File: config.mk
export PLATFORM = sky130hd
export DESIGN_NAME = pipeline_controller
export DESIGN_NICKNAME = d
export VERILOG_FILES = /design/src/rtl/pipeline_controller.sv
export SDC_FILE = /design/constraint.sdc
export NUM_CORES = 1
export LEC_CHECK = 0
export CAP_MARGIN = 20
export CORE_ASPECT_RATIO = 0.7
export CORE_MARGIN = 2
export CORE_UTILIZATION = 25
export CTS_BUF_LIST = sky130_fd_sc_hd__clkbuf_2
export DETAILED_ROUTE_END_ITERATION = 8
export GPL_TIMING_DRIVEN = 1
export PLACE_DENSITY = 0.53
export RECOVER_POWER = 100
export SETUP_SLACK_MARGIN = 0.2
export SLEW_MARGIN = 20
export SYNTH_ARGS = -nofsm -noshare
export SYNTH_HDL_FRONTEND = slang
export SYNTH_SLANG_ARGS = --single-unit
File: constraint.sdc
create_clock -name clk -period 2.28 [get_ports clk]
set_clock_uncertainty 0.05 [all_clocks]
set_input_delay 0.342 -clock clk [delete_from_list [all_inputs] [get_ports clk]]
set_output_delay 0.342 -clock clk [all_outputs]
set_load 0.01 [all_outputs]
File: src/rtl/pipeline_controller.sv
// Stall/flush/halt sequencer for a 5-stage pipeline; enables and flushes are combinational from state and inputs.
// mem_busy freezes every stage and holds all sequencing state; stallCount/flushCount saturate.
module pipeline_controller #(
   parameter int LOAD_BUBBLES = 2,
   parameter int DRAIN_CYCLES = 3,
   parameter int CNT_W        = 16
) (
   input  logic             clk,
   input  logic             rst,
   input  logic [3:0]       id_ra,
   input  logic [3:0]       id_rb,
   input  logic             id_useA,
   input  logic             id_useB,
   input  logic             id_halt,
   input  logic             ex_memToReg,
   input  logic [3:0]       ex_rd,
   input  logic             ex_branchTaken,
   input  logic             mem_busy,
   input  logic             resume,
   output logic             pcEn,
   output logic             ifIdEn,
   output logic             idExEn,
   output logic             exMemEn,
   output logic             memWbEn,
   output logic             ifIdFlush,
   output logic             idExFlush,
   output logic             halted,
   output logic [CNT_W-1:0] stallCount,
   output logic [CNT_W-1:0] flushCount,
   output logic [1:0]       state
);

   typedef enum logic [1:0] {
      RUN        = 2'd0,
      LOAD_STALL = 2'd1,
      DRAIN      = 2'd2,
      HALTED     = 2'd3
   } state_t;

   localparam int BUB_W   = 2;
   localparam int DRAIN_W = $clog2(DRAIN_CYCLES + 2);
   localparam logic [BUB_W-1:0]   BUB_LOAD   = BUB_W'(LOAD_BUBBLES - 1);
   localparam logic [DRAIN_W-1:0] DRAIN_LOAD = DRAIN_W'(DRAIN_CYCLES);

   state_t             curState;
   state_t             nextState;
   logic [BUB_W-1:0]   bubCnt;
   logic [BUB_W-1:0]   nextBub;
   logic [DRAIN_W-1:0] drainCnt;
   logic [DRAIN_W-1:0] nextDrain;
   logic               hazard;
   logic               stallFront;
   logic               freezeAll;
   logic               stallInc;
   logic               flushInc;

   assign hazard = ex_memToReg &&
                   ((id_useA && (id_ra == ex_rd)) || (id_useB && (id_rb == ex_rd)));

   always_comb begin
      nextState  = curState;
      nextBub    = bubCnt;
      nextDrain  = drainCnt;
      stallFront = 1'b0;
      freezeAll  = 1'b0;
      stallInc   = 1'b0;
      flushInc   = 1'b0;
      pcEn       = 1'b1;
      ifIdEn     = 1'b1;
      idExEn     = 1'b1;
      exMemEn    = 1'b1;
      memWbEn    = 1'b1;
      ifIdFlush  = 1'b0;
      idExFlush  = 1'b0;

      if (mem_busy) begin
         freezeAll = 1'b1;
         stallInc  = 1'b1;
      end else begin
         unique case (curState)
            RUN: begin
               if (ex_branchTaken) begin
                  ifIdFlush = 1'b1;
                  idExFlush = 1'b1;
                  flushInc  = 1'b1;
               end else if (hazard) begin
                  stallFront = 1'b1;
                  stallInc   = 1'b1;
                  nextBub    = BUB_LOAD;
                  nextState  = (BUB_LOAD != '0) ? LOAD_STALL : RUN;
               end else if (id_halt) begin
                  stallFront = 1'b1;
                  nextDrain  = DRAIN_LOAD;
                  nextState  = (DRAIN_LOAD != '0) ? DRAIN : HALTED;
               end
            end
            LOAD_STALL: begin
               if (ex_branchTaken) begin
                  ifIdFlush = 1'b1;
                  idExFlush = 1'b1;
                  flushInc  = 1'b1;
                  nextBub   = '0;
                  nextState = RUN;
               end else begin
                  stallFront = 1'b1;
                  stallInc   = 1'b1;
                  // Counter of 0 here can only follow a corrupted state; treat it as the last bubble.
                  nextBub    = (bubCnt != '0) ? bubCnt - 1'b1 : '0;
                  if (bubCnt <= BUB_W'(1))
                     nextState = RUN;
               end
            end
            DRAIN: begin
               // Taken branches from stages still draining are irrelevant once fetch has stopped.
               stallFront = 1'b1;
               nextDrain  = (drainCnt != '0) ? drainCnt - 1'b1 : '0;
               if (drainCnt <= DRAIN_W'(1))
                  nextState = HALTED;
            end
            HALTED: begin
               freezeAll = 1'b1;
               if (resume) begin
                  ifIdFlush = 1'b1;
                  nextState = RUN;
               end
            end
            default: nextState = RUN;
         endcase
      end

      if (freezeAll) begin
         pcEn    = 1'b0;
         ifIdEn  = 1'b0;
         idExEn  = 1'b0;
         exMemEn = 1'b0;
         memWbEn = 1'b0;
      end

      if (stallFront) begin
         pcEn      = 1'b0;
         ifIdEn    = 1'b0;
         idExFlush = 1'b1;
      end

      // Reset cycle presents a free-running pipeline regardless of the stale state register.
      if (rst) begin
         pcEn      = 1'b1;
         ifIdEn    = 1'b1;
         idExEn    = 1'b1;
         exMemEn   = 1'b1;
         memWbEn   = 1'b1;
         ifIdFlush = 1'b0;
         idExFlush = 1'b0;
      end
   end

   assign halted = (curState == HALTED) && !rst;
   assign state  = curState;

   always_ff @(posedge clk) begin
      if (rst) begin
         curState   <= RUN;
         bubCnt     <= '0;
         drainCnt   <= '0;
         stallCount <= '0;
         flushCount <= '0;
      end else begin
         curState <= nextState;
         bubCnt   <= nextBub;
         drainCnt <= nextDrain;
         if (stallInc && (stallCount != '1))
            stallCount <= stallCount + 1'b1;
         if (flushInc && (flushCount != '1))
            flushCount <= flushCount + 1'b1;
      end
   end

endmodule

==> results of run 1 <==
## cell families (layout without fill, tap and decap cells)
family | Yosys count | count (layout) | share of synthesized area
AOI/OAI and AO/OA | 55 | 55 | 0.1625
xor gates and xnor gates | 23 | 23 | 0.09377
adders and majority gates | 4 | 4 | 0.02330
buffers and inverters | 22 | 103 | 0.04718
DFF | 39 | 39 | 0.3634
muxes | 2 | 2 | 0.01048
and+or+nand+nor | 121 | 123 | 0.2994
## cell usage after synthesis
cell type	instances
dfxtp_1	39
nor2_1	30
a21oi_1	20
nand2_1	17
nand3_1	17
xor2_1	14
clkbuf_1	11
nand4_1	10
o31ai_1	10
or4_1	10
nor3_1	9
xnor2_1	9
o21ai_0	8
inv_1	7
a31oi_1	4
and3_1	4
ha_1	4
nor2b_1	4
nor3b_1	4
a211oi_1	3
and4_1	3
buf_4	3
or2_2	3
or3_1	3
mux2_2	2
nand2b_1	2
a21o_1	1
a22o_1	1
a311oi_1	1
a31o_2	1
a41oi_1	1
and2_1	1
and3_4	1
buf_6	1
nand3b_1	1
nor4b_1	1
o211ai_1	1
o21ba_2	1
o21bai_1	1
o311a_1	1
o41ai_1	1
or3b_2	1
## layer usage
| metal | vias to the layer above | track usage | share of wire |
|---|---|---|---|
| li1 | 1133 | - | - |
| met2 | 67 | 0.2124 | 0.41 |
| met3 | 7 | 0.03395 | 0.066 |
| met5 | - | 0 | 0 |
| met1 | 1059 | 0.1880 | 0.52 |
| met4 | 0 | 0.03373 | 0.0077 |
## power by group through the flow
stage,Combinational [mW],Sequential (mW),Clock [mW]
after floorplan,0.107,0.722,0
after CTS,0.208,0.712,0.449
after global routing,0.229,0.712,0.477
final,0.208,0.708,0.429
after detailed placement,0.214,0.725,0
after global placement,0.211,0.725,0
## worst min path at each step
stage                    from   endpoint  cells past startpoint
floorplan           bubCnt[1]  bubCnt[1]                      2
global placement    bubCnt[1]  bubCnt[1]                      2
detailed placement  bubCnt[1]  bubCnt[1]                      2
CTS                 bubCnt[1]  bubCnt[1]                      2
global route        bubCnt[1]  bubCnt[1]                      2
finish              bubCnt[1]  bubCnt[1]                      2
## layout make-up
cell class                      count  area [um^2]
Clock inverter                      3        43.79
Tap cell                          105        131.4
Inverter                            7        26.28
Clock buffer                        5        25.02
Multi-Input combinational cell    207         1325
Sequential cell                    39        788.3
Fill cell                         898         5325
Timing Repair Buffer               88        743.2
## flip-flops by register name, indices dropped and copies added (netlist names)
name	cells
drainCnt	3
flushCount	16
stallCount	16
bubCnt	2
state	2
## worst min-delay path, stage by stage, from the launching register on
cell and delay (ns):
dfxtp_1 0.36, inv_1 0.05, a311oi_1 0.03
## repair_timing
item,CTS,global route
cloned,1,1
buffers inserted,2,2
setup endpoints to repair,11,23
pin swaps,8,17
gates resized for setup,29,30
## stage by stage
| step | setup slack [ns] | instance area (um^2) | instances | hold WS [ns] |
|---|---|---|---|---|
| 2_1_floorplan | 0.3716 | 2148 | 266 | 0.3586 |
| 3_3_place_gp | -0.3706 | 2990 | 440 | 0.3754 |
| 3_5_place_dp | -0.3911 | 2990 | 440 | 0.3767 |
| 4_1_cts | 0.1271 | 3065 | 451 | 0.4024 |
| 5_1_grt | 0.1288 | 3083 | 454 | 0.4228 |
| 6_report | 0.1960 | 3083 | 454 | 0.4015 |
==> flow_metrics.py, run 1 <==
metrics = {
    "worst_setup_path": {
        "worstSetupEndpointType": "output pin",
        "crit_cells": 3,
        "crit_path_max_fanout": 8,
        "path_delay_family": "buffers and inverters",
        "cpPeakStageDelay_ns": 0.66,
        "r2r_cells": 7,
        "crit_start": "rst",
        "worstReg2RegEnd": "stallCount[9]",
        "crit_end": "halted",
        "cp.arrival_ns": 1.69,
        "worst-setup-path-type": "primary input to output pin",
        "r2r_start": "stallCount[0]",
        "crit_path_top_delay_cell": "dlygate4sd3_1",
        "worstPathCellList": "dlygate4sd3_1 > nor2_1 > clkdlybuf4s50_1",
        "cp-start-kind": "primary input",
        "cp_num_buf_inv": 2,
        "ff2ff_setup_slack_ns": 0.24,
        "cp.required_ns": 1.89,
    },
    "clock_network": {
        "htreeDepth": 2,
        "clk_pin_slew_ns": 0.22,
        "clkLatencyLatePin_ns": 0.39,
        "holdBufCountCts": 0,
        "clock-sinks": 39,
        "cts_made_buffers": 5,
        "cts-root-buf": "clkbuf_2",
        "cts_buffer_depth": 2,
        "cts_tree": "yes",
    },
    "power_and_ir_drop": {
        "power.density_nw_per_um2": 436.4,
        "p_total_mw": 1.345,
        "p_clk_frac": 0.319,
        "switching_share": 0.2750,
        "seqPwrFrac": 0.527,
        "irDropWorstVdd_mv": 0.2204,
        "internal_power_uw": 975.4,
        "pwr-share-comb": 0.154,
        "p_switching_uw": 370.0,
        "p_leak_nw": 1.193,
    },
    "drt": {
        "vias": 2266,
        "avgRoutedWirePerCell_um": 13.71,
        "via_per_inst": 4.991,
        "drtIter0Drc": 109,
        "routed_wirelength_mm": 6.223,
        "drt-pass1-iter-count": 4,
        "antenna_left": 0,
        "drc": 0,
    },
    "cells_and_area": {
        "final_cell_mix": "37 x dfxtp_1, 32 x dlygate4sd3_1, 30 x nor2_1, 17 x nand2_1, 17 x nand3_1",
        "drive_gt1_frac": 0.1433,
        "syn2layout_area_growth_pct": 43.51,
        "fin_nets": 373,
        "antenna_cells": 0,
        "utilization": 0.3667,
        "final_common_cell": "dfxtp_1",
    },
    "yosys": {
        "synth_area_leader_cell": "dfxtp_1",
        "ys_top_cells_by_area": "dfxtp_1 36%, xor2_1 5.7%, nor2_1 5.2%",
        "synth_fp_nets": 291,
        "yosysSeqAreaShare": 0.3634,
        "synth_area_um2": 2148,
        "netlist_instances": 266,
        "yosysWarnings": 0,
        "syn_area_per_cell_um2": 8.076,
        "synth_top_area_frac": 0.3634,
        "ys_ff_latch": 39,
        "ys_types": 42,
    },
    "sta": {
        "timing.final.crit_share": 0.9140,
        "setup_violations": 0,
        "period_needed_ns": 2.084,
        "finalHoldViolCount": 0,
        "worst_pin_slew_ns": 0.4029,
        "final.setup.tns_ns": 0,
        "slew-limit-headroom": 0.7294,
        "drv_slew": 0,
        "fmax_mhz": 479.9,
        "rsz0062_at_grt": "false",
    },
    "floorplan": {
        "coreArea_um2": 8408,
        "die_w_um": 114.8,
        "io_pins": 63,
        "die_area_um2": 9363,
        "num_rows": 28,
        "start_util": 0.2555,
        "die-height_um": 81.56,
    },
    "grt": {
        "antenna_found_initial": 0,
        "first_global_vias": 2148,
        "grt-ovfl-total": 0,
        "grt_max_degree": 22,
        "grt_pass1_wl_mm": 10.23,
        "track_usage": 0.1357,
    },
    "placement": {
        "place_congestion": 0.7722,
        "post-dp-hpwl_mm": 4.346,
        "io_buffers": 62,
    },
    "hold_path": {
        "hold_class": "flop to flop",
    },
    "flow_run": {
        "max_cap_viol_count": 0,
    },
    "run_status": {
        "outcome": "completed",
    },
}
No activity file was read; power rests on OpenSTA's default activity.
==> run 2: changes to the inputs <==
- CAP_MARGIN: 20 -> 5
==> results of run 2 <==
No change in the layout: final DEF, timing and power equal those of run 1.
==> run 3: changes to the inputs <==
- CAP_MARGIN: 5 -> 25
==> results of run 3 <==
No change in the layout: final DEF, timing and power equal those of run 1.
==> variant, RTL diff (settings of run 3) <==
Set the parameter `CNT_W` to 32 (it was 16).
--- a/src/rtl/pipeline_controller.sv
+++ b/src/rtl/pipeline_controller.sv
@@ -5,3 +5,3 @@
    parameter int DRAIN_CYCLES = 3,
-   parameter int CNT_W        = 16
+   parameter int CNT_W        = 32
 ) (
Interface: changed (resized flushCount and stallCount); port bits go from 63 to 95. No check against the original RTL was run, so the function may have changed too.
==> variant against run 3 <==
  * Routed wire length is 110% higher
  * Power rose by 69%
  * Area after synthesis grew 82%
  * Design area is 100% higher
  * Clock power is 71% higher
  * Fmax is 3.6% lower
  * Setup slack got worse by 0.079 ns
  * Sequential cell count rose by 32
==> variant: results (changes against run 3) <==
# fillers - 1,592 (was 898)
compound-cell area share of the yosys netlist - 14.17% (was 16.25%)
multiplexer share of the synthesized area - 1.951% (was 1.048%)
Syn Area/Cell - 8.202 um^2 (was 8.076 um^2)
number of H-tree levels - 3 (was 2)
largest net degree at the start of global routing - 65 (was 22)
M2 GR Usage - 21.68% (was 21.24%)
commonest cells in the netlist - dfxtp_1, nor2_1, nand3_1 (was dfxtp_1, nor2_1, a21oi_1)
RePlAce Congestion - 0.7998 (was 0.7722)
hold path depth - 3 (was 2)
count of cell types in the netlist - 57 (was 42)
final WL - 12,770 um (was 6223 um)
Worst Hold Class - in -> reg (was reg -> reg)
nets@finish - 675 (was 373)
status - completed (unchanged)
global-route usage over all layers - 14.82% (was 13.57%)
initial DRC count - 213 (was 109)
Arrival @ worst endpoint - 2.51 ns (was 1.69 ns)
measured slew at the worst slew-check pin - 0.7626 ns (was 0.4029 ns)
vias in the first global route - 3,989 (was 2,148)
fin cells - 855 (was 454)
first-pass GRT wire length - 20,050 um (was 10,230 um)
Seq/Total Area, Yosys - 36.33% (was 36.34%)
Num CTS Buffers - 9 (was 5)
DP Worst Slack - -0.6133 ns (was -0.3911 ns)
adder-cell area share of the yosys netlist - 1.279% (was 2.330%)
worst reg-to-reg path cell count - 9 (was 7)
maximum fanout along the worst path - 7 (was 8)
I/O Buffers - 94 (was 62)
critical path's top delay family - simple AND/OR/NAND/NOR gates (was buffers and inverters)
Sw Ratio - 28.09% (was 27.50%)
Largest regs - flushCount x32, stallCount x32, drainCnt x3 (was flushCount x16, stallCount x16, drainCnt x3)
Crit path largest cell delay - 0.42 ns (was 0.66 ns)
variant: changes by cell type after synthesis, sizes merged, moves of 9 or more:
cell / delta
or3: +16
a21oi: +17
nand2: +12
buf: +12
nand3: +24
o31ai: +9
nor2: +12
or4: +10
nor3: +9
dfxtp: +32
variant: layer usage:
layer,vias to the layer above,routed length (um)
met5,-,0
met4,0,146
met3,10,664
met2,110,5557
met1,2082,6397
li1,2120,-
variant: path summary, 6_finish.rpt:
check,startpoint,to,slack (ns)
setup / recovery,flushCount[10]$_SDFFE_PP0P_,flushCount[3]$_SDFFE_PP0P_,0.12
setup reg to reg,flushCount[10]$_SDFFE_PP0P_,flushCount[3]$_SDFFE_PP0P_,0.12
hold reg to reg,stallCount[27]$_SDFFE_PP0P_,stallCount[27]$_SDFFE_PP0P_,0.46
hold / removal,rst,state[0]$_SDFFE_PP0P_,0.20
variant: worst reg2reg max path, delay by kind of cell, from the launching register on:
kind | cells | cell delay, ns
flops | 1 | 0.42
simple gates | 5 | 1.02
xor+xnor | 1 | 0.15
buf+inv | 3 | 0.43
variant: cell type report:
cell class              instances  area share [%]
inverters                       6          0.3633
clock buffers                  10          0.8073
flip-flops and latches         71           23.31
repair buffers                195           27.87
well taps                     200           4.036
multi-input cells             367           42.62
clock inverters                 6          0.9889
variant: power groups by stage:
| stage | combinational [uW] | sequential [uW] | clock (uW) |
|---|---|---|---|
| final | 281 | 1260 | 732 |
| after global routing | 308 | 1270 | 827 |
| after CTS | 287 | 1260 | 776 |
| after detailed placement | 250 | 1290 | 0 |
| after global placement | 246 | 1290 | 0 |
| after floorplan | 126 | 1290 | 0 |
variant: repair_timing:
item                                    CTS  global route
setup buffers                             9            14
endpoints found under the setup margin   56            91
gates cloned                              2             4
resized for setup                        79           129
hold buffers                              0             0
pin swaps                                25            62
